--- src/rtl/vx_alu_req_queue.sv ---
`default_nettype none
// ============================================================================
// Module   : vx_alu_req_queue
// Brief    : Elastic, fully registered request queue from dispatch to the ALU.
//            Zero-thread-mask requests are consumed and dropped on entry.
// Revision : 1.0 - initial release
// ============================================================================
module vx_alu_req_queue #(
    parameter int DEPTH         = 4,
    parameter int UUID_BITS     = 44,
    parameter int NW_BITS       = 2,
    parameter int NUM_THREADS   = 4,
    parameter int INST_ALU_BITS = 4,
    parameter int INST_MOD_BITS = 3,
    parameter int NT_BITS       = 2,
    parameter int NR_BITS       = 5,
    parameter int DATAW         = UUID_BITS + NW_BITS + NUM_THREADS + 32 + 32
                                + INST_ALU_BITS + INST_MOD_BITS + 1 + 1 + 32
                                + NT_BITS + 2 * NUM_THREADS * 32 + NR_BITS + 1
) (
    input  logic                     clk,
    input  logic                     reset,
    input  logic                     in_valid,
    input  logic [DATAW-1:0]         in_data,
    output logic                     in_ready,
    output logic                     out_valid,
    output logic [DATAW-1:0]         out_data,
    input  logic                     out_ready,
    output logic [$clog2(DEPTH):0]   count
);

    localparam int c_ptr_w    = $clog2(DEPTH);
    localparam int c_cnt_w    = c_ptr_w + 1;
    localparam int c_buf_d    = DEPTH - 1;
    localparam int c_tmask_hi = DATAW - UUID_BITS - NW_BITS - 1;

    logic [DATAW-1:0]   r_mem [c_buf_d];
    logic [c_ptr_w-1:0] r_wptr;
    logic [c_ptr_w-1:0] r_rptr;
    logic [c_cnt_w-1:0] r_count;
    logic               r_out_valid;
    logic [DATAW-1:0]   r_out_data;

    logic               w_in_ready;
    logic               w_push;
    logic               w_push_stored;
    logic               w_pop;
    logic               w_head_load;
    logic               w_buf_empty;
    logic               w_buf_wr;
    logic               w_buf_rd;
    logic [c_ptr_w-1:0] w_wptr_nxt;
    logic [c_ptr_w-1:0] w_rptr_nxt;

    assign w_in_ready    = !reset && (r_count < c_cnt_w'(DEPTH));
    assign w_push        = in_valid && w_in_ready;
    assign w_push_stored = w_push && (in_data[c_tmask_hi -: NUM_THREADS] != '0);
    assign w_pop         = r_out_valid && out_ready;
    assign w_head_load   = !r_out_valid || w_pop;
    // The head is always refilled when free, so buffered = count - head occupancy.
    assign w_buf_empty   = (r_count == c_cnt_w'(r_out_valid));
    assign w_buf_wr      = w_push_stored && !(w_head_load && w_buf_empty);
    assign w_buf_rd      = w_head_load && !w_buf_empty;

    // Buffer holds DEPTH-1 entries, so pointers wrap explicitly rather than by rollover.
    assign w_wptr_nxt = (r_wptr == c_ptr_w'(c_buf_d - 1)) ? '0 : r_wptr + 1'b1;
    assign w_rptr_nxt = (r_rptr == c_ptr_w'(c_buf_d - 1)) ? '0 : r_rptr + 1'b1;

    always_ff @(posedge clk) begin
        if (w_buf_wr) begin
            r_mem[r_wptr] <= in_data;
        end
    end

    always_ff @(posedge clk) begin
        if (reset) begin
            r_wptr      <= '0;
            r_rptr      <= '0;
            r_count     <= '0;
            r_out_valid <= 1'b0;
            r_out_data  <= '0;
        end else begin
            if (w_buf_wr) begin
                r_wptr <= w_wptr_nxt;
            end
            if (w_buf_rd) begin
                r_rptr <= w_rptr_nxt;
            end
            if (w_head_load) begin
                if (!w_buf_empty) begin
                    r_out_valid <= 1'b1;
                    r_out_data  <= r_mem[r_rptr];
                end else if (w_push_stored) begin
                    r_out_valid <= 1'b1;
                    r_out_data  <= in_data;
                end else begin
                    r_out_valid <= 1'b0;
                end
            end
            r_count <= r_count + c_cnt_w'(w_push_stored) - c_cnt_w'(w_pop);
        end
    end

    assign in_ready  = w_in_ready;
    assign out_valid = r_out_valid;
    assign out_data  = r_out_data;
    assign count     = r_count;

`ifndef SYNTHESIS
    a_count_bound: assert property (@(posedge clk) disable iff (reset)
        r_count <= c_cnt_w'(DEPTH));
    a_no_push_full: assert property (@(posedge clk) disable iff (reset)
        w_push_stored |-> (r_count < c_cnt_w'(DEPTH)));
    a_out_stable: assert property (@(posedge clk) disable iff (reset)
        (r_out_valid && !out_ready) |=> (r_out_valid && $stable(r_out_data)));
`endif

endmodule
`default_nettype wire

--- config.mk ---
export PLATFORM = sky130hd
export DESIGN_NAME = vx_alu_req_queue
export DESIGN_NICKNAME = d
export VERILOG_FILES = /design/src/rtl/vx_alu_req_queue.sv
export SDC_FILE = /design/constraint.sdc
export NUM_CORES = 2
export LEC_CHECK = 0
export BUFFER_PORTS_ARGS = -buffer_cell sky130_fd_sc_hd__buf_2
export CAP_MARGIN = 20
export CORE_MARGIN = 2
export CORE_UTILIZATION = 63
export CTS_CLUSTER_DIAMETER = 30
export DETAILED_ROUTE_END_ITERATION = 10
export PLACE_DENSITY = 0.94
export SLEW_MARGIN = 30
export SYNTH_ARGS = -nofsm -noshare
export SYNTH_HDL_FRONTEND = slang
export SYNTH_SLANG_ARGS = --single-unit
--- constraint.sdc ---
create_clock -name clk -period 101 [get_ports clk]
set_clock_uncertainty 0.15 [all_clocks]
set_input_delay 15.15 -clock clk [delete_from_list [all_inputs] [get_ports clk]]
set_output_delay 15.15 -clock clk [all_outputs]
set_load 0.05 [all_outputs]
# ---- Word level (Yosys, flattened, before mapping)
# Memories as Yosys holds them, arrays and structs flattened. A register that Yosys moved wholly into a read port is not among the register bits.
# Cells that the tools add are included.
dict set report op_classes {
  addsub 4
  n_mul 0
  div 0
  magnitude_cmp 1
  eq_ne 4
  shifts 0
  n_mux 10
  bitwise 0
  n_reduce_logical 14
}
# operator count
set op_table {}
lappend op_table {{419-bit 2-to-1 mux} 2}
lappend op_table {{2-bit 2-to-1 mux} 4}
lappend op_table {{1-bit logical AND} 7}
lappend op_table {{2-bit by 1-bit adder with 2-bit output, second input constant} 2}
lappend op_table {{2-bit equality test, second input constant} 2}
lappend op_table {{1-bit logical NOT} 4}
lappend op_table {{1-bit 2-to-1 mux} 4}
lappend op_table {{4-bit nonzero test} 1}
lappend op_table {{3-bit by 1-bit adder with 3-bit output} 1}
lappend op_table {{3-bit by 1-bit equality test with 1-bit output} 1}
lappend op_table {{3-bit less-than comparator, second input constant} 1}
lappend op_table {{3-bit by 1-bit subtractor with 3-bit output} 1}
lappend op_table {{2-bit inequality test, second input constant} 1}
lappend op_table {{2-bit AND reduction} 1}
lappend op_table {{1-bit logical OR} 1}
dict set report word_totals {
  reg_bits 427
  latchBits 0
  ram_bits 1257
  rom_bits 0
  input_bits 423
  word_cells 39
  mem_count 1
}
# memory words width rd rd_clocked_by_memory_dff write_ports line_no
set mem_list {}
lappend mem_list {r_mem 3 419 1 1 1 37} ;# logic [DATAW-1:0] r_mem [c_buf_d];

# ---- Depth between registers and ports, before layout
dict set report logic_depth {
  word_depth 7
  depth_mapped 11
  mapped_depth_nobuf 11
}

# ---- Least setup slack after synthesis
# No wires, ideal clock.
dict set report synth_timing {
  path_type {in2reg}
  startpoint {input port reset}
  endpoint {memory r_mem[2][0] (netlist name), enable pin}
  setup_time_ps 1801
  arrival_time_ps 45978
  required_ps 99049
  path_slack_ps 53071
  stages 4
  n_path_buf 1
  path_cell_list {clkbuf_1 nor3_1 nand2_1 nor3b_1}
}
dict set report synth_between {
  elab_chain_cells 7
}
# element line_no
set synth_rtl {}
lappend synth_rtl {{start: declaration} 22} ;# input logic reset,
lappend synth_rtl {{1-bit logical NOT} 55} ;# assign w_in_ready = !reset && (r_count < c_cnt_w'(DEPTH));
lappend synth_rtl {{1-bit logical AND} 55}
lappend synth_rtl {{1-bit logical AND} 56} ;# assign w_push = in_valid && w_in_ready;
lappend synth_rtl {{1-bit logical AND} 57} ;# assign w_push_stored = w_push && (in_data[c_tmask_hi -: NUM_THREADS] != '0);
lappend synth_rtl {{1-bit logical AND} 62} ;# assign w_buf_wr = w_push_stored && !(w_head_load && w_buf_empty);
lappend synth_rtl {{1-bit 2-to-1 mux} 70} ;# if (w_buf_wr) begin
lappend synth_rtl {{1-bit 2-to-1 mux (implied by the code)} 71} ;# r_mem[r_wptr] <= in_data;
lappend synth_rtl {{end: declaration} 37}
# Every way passes these cells.

# ---- Worst setup path after layout
dict set report layout_timing {
  startpoint {input port reset}
  endpoint {output port in_ready}
}
dict set report layout_between {
  elab_chain_cells 2
}
# element line_no
set layout_rtl {}
lappend layout_rtl {{1-bit logical NOT} 55}
lappend layout_rtl {{1-bit logical AND} 55}
lappend layout_rtl {{end: declaration} 25} ;# output logic in_ready,
# Every way passes these cells.

==> metrics <==
CORE AREA=~0.11 mm^2; CTS root buf=clkbuf_16; Synth Area in XOR/XNOR=0.0252%; max-cap violations=0; overall routed net length=about 240000 um; hold depth=2; number of flops mapped to enable cells by yosys=around 1.3k; die width=between 300 and 400 um; multiplexer share of the synthesized area=slightly above 6%; FP Rows=about 120; Gate power share=~37%; WL per Instance=~33 um; maximum clock path buffer count=4; P_int=about 1.8 mW; setup violators final=0; status=finished clean; largest net degree at the start of global routing=250; syn avg cell area=approximately 15 um^2; Synth Warn #=0; TritonRoute pass-1 iters=9; Compound-Gate Fraction of Synth Area=4.66%; I/O pin count=between 800 and 900; max_slew headroom=a little over a fifth; Max H-tree Level=5; Cell Area, Synth=~0.069 mm^2; Max VDD drop=0.0330 mV; die height=approximately 340 um; post-CTS sizing=0; max incr delay on CP=around 0.34 ns; Tcrit/Tclk final=slightly above 30%; Syn Nets=between 5k and 6k; Most used DFF post-synth=edfxtp_1; RR Endpoint=out_data[78]; most frequent cell after synthesis=edfxtp_1; Hold Crit Start=r_rptr[0]; final hold violation count=0; number of global-route vias before repair=~50k; Worst Hold Class=register to register; critical-path cell list=buf_8 > nor2_1 > buf_2; power density cells=between 30 and 40 mW/mm^2; Net Sw Frac=approximately two fifths; Final Critical Period=~31 ns; TritonCTS Buffers=between 200 and 300; Seq pwr share=between 30% and 40%; total net switching power=roughly 1.3 mW; Worst Setup Start Kind=primary input; Die ar.=0.113 mm^2; fillcell total=4768; Required @ worst endpoint=around 86 ns; largest family of logic cells by synthesized area=simple AND/OR/NAND/NOR gates; reg2reg path depth=7; TritonCTS clock tree=yes; Worst-Margin Slew=about 1.2 ns; reg2reg setup slack=95.28 ns; Iteration-0 DRC Markers=about 7.4k; clock latency at the later pin of the worst-skew pair=slightly below 0.9 ns; number of synthesized register bits=1686; CP arrival=around 16 ns; unrepaired setup endpoints after global routing=no; post-synthesis async set-or-reset flop share=0%; Top Layer Used=met5; area leader, netlist=edfxtp_1; Slew Viols, Final=0; nets=5885; largest fanout on the critical path=37; Mapped Cells=about 4.6k; Synth cell types=~40; layout cells sized above 1=about two fifths; Setup TNS Final=0 ns; RR Startpoint=count[2]; total grt overflow=0; crit path max-delay cell type=buf_8; Area Growth Syn to Fin=21.9%; fmax=~0.032 GHz; vias per cell=about 7.0; Synth Area in Simple Gates=19.4%; Yosys top cell area share=54.4%; Placer Congestion=0.843; CTS Hold Buffers Added=0; first-pass GRT wire length=327000 um; post-route antenna net violation count=0; final routed DRC violation total=0; Vias=51.2k; sequential fraction of the synthesis area=between 60% and 70%; Tot GR Track Use=approximately 38%; clk sinks=roughly 1.7k; top cells by count, synth=edfxtp_1, nor2_1, dfxtp_1, nor3_1; initial antenna violation count=between 100 and 150; Leak=29.1 nW; Crit Path Category=primary input to output port; top cells by area, synth=edfxtp_1, dfxtp_1, nor4_2; Post-DP HPWL=around 110000 um; met2 layer wire length in the routed design=~110000 um; Post-CTS Setup Bufs=0; I/O Buffers=about 850; adder-cell share of the synthesized area=less than 1%; clock share of power=~33%; Clock transition at path regs=0.05 ns; Post-Route M1 WL=71700 um; Final Util=77.5%; Fin Hold WS=just under 0.4 ns; Initial Utilization=63.6%; wire length on met3=just over 30000 um; Worst Setup End Kind=output port
## metal layers
metal	track usage [%]	vias to the layer above
met1	42.6	24496
met3	12.2	1715
li1	-	19584
met4	30.8	46
met5	0.170	-
met2	61.5	5341
## cell type report
class	count	area (um^2)	share of cell area (%)
Clock inverter	181	2210	2.62
Clock buffer	339	7840	9.26
Tap cell	1476	1850	2.18
Antenna cell	111	278	0.328
Timing Repair Buffer	920	5060	5.98
Inverter	5	18.8	0.0222
Sequential cell	1686	46300	54.8
Multi-Input combinational cell	2553	21000	24.8
## cells in the final DEF, fill, tap and decap left out, types with 2 or more instances in the layout
cell,n
nor2_1,442
nor2_4,391
clkinv_4,18
dfxtp_1,427
clkbuf_1,22
clkinv_2,48
mux2i_1,419
inv_1,5
a21oi_1,2
buf_12,9
buf_2,845
nor2b_1,4
a211oi_1,419
nor4_2,402
clkinv_8,3
dfxtp_4,2
nand3_1,2
buf_6,8
bufinv_16,40
edfxtp_1,1257
buf_16,6
nor3_2,2
nand2_1,4
clkinvlp_4,31
clkinv_1,12
nor4_1,17
inv_8,5
nor2_2,10
clkbuf_8,16
nor3_1,420
nor3b_2,2
ha_1,2
clkbuf_16,301
inv_6,23
diode_2,111
buf_4,51
## through the flow
| step | total power, mW | std cells | cell area [um^2] | setup WS (ns) |
|---|---|---|---|---|
| after floorplan | 1.78 | 4619 | 69400 | 53.07 |
| final | 3.13 | 7271 | 84600 | 69.81 |
| after global routing | 3.18 | 7255 | 84600 | 69.82 |
| after global placement | 1.94 | 6633 | 74100 | 69.87 |
| after detailed placement | 1.98 | 6633 | 74100 | 69.87 |
| after CTS | 3.06 | 7153 | 84100 | 69.84 |
## kinds of logic after synthesis
logic type / Yosys count
AND/OR/NAND/NOR: 1700
flip-flops: 1686
AO/OA/AOI/OAI: 428
multiplexers: 420
buffers and inverters: 380
adder cells (fa/ha/maj): 3
XOR/XNOR: 2
## worst max-delay path: cells and delay by family
kind                   cells  cell delay [ns]
buffers and inverters      2             0.58
and+or+nand+nor            1             0.08
## how the worst max path moves through the flow
stage	start	endpoint	cells past startpoint
floorplan	reset	r_mem[2][0]	4
global placement	reset	in_ready	3
detailed placement	reset	in_ready	3
CTS	reset	in_ready	3
global route	reset	in_ready	3
finish	reset	in_ready	3
## sequential cells by signal, summed over array words and instances, names as in the netlist, named ones only
signal	count
r_wptr	2
r_mem	1257
r_rptr	2
out_data	419
out_valid	1
count	3
## power by group through the flow
stage               clock network [mW]  logic (mW)  registers (mW)
detailed placement                   0        1.04           0.945
finish                            1.03        1.14           0.959
global route                      1.06        1.17           0.961
floorplan                            0       0.525            1.25
global placement                     0        1.00           0.936
CTS                               1.02        1.09           0.947
No activity file was read; power rests on OpenSTA's default activity.
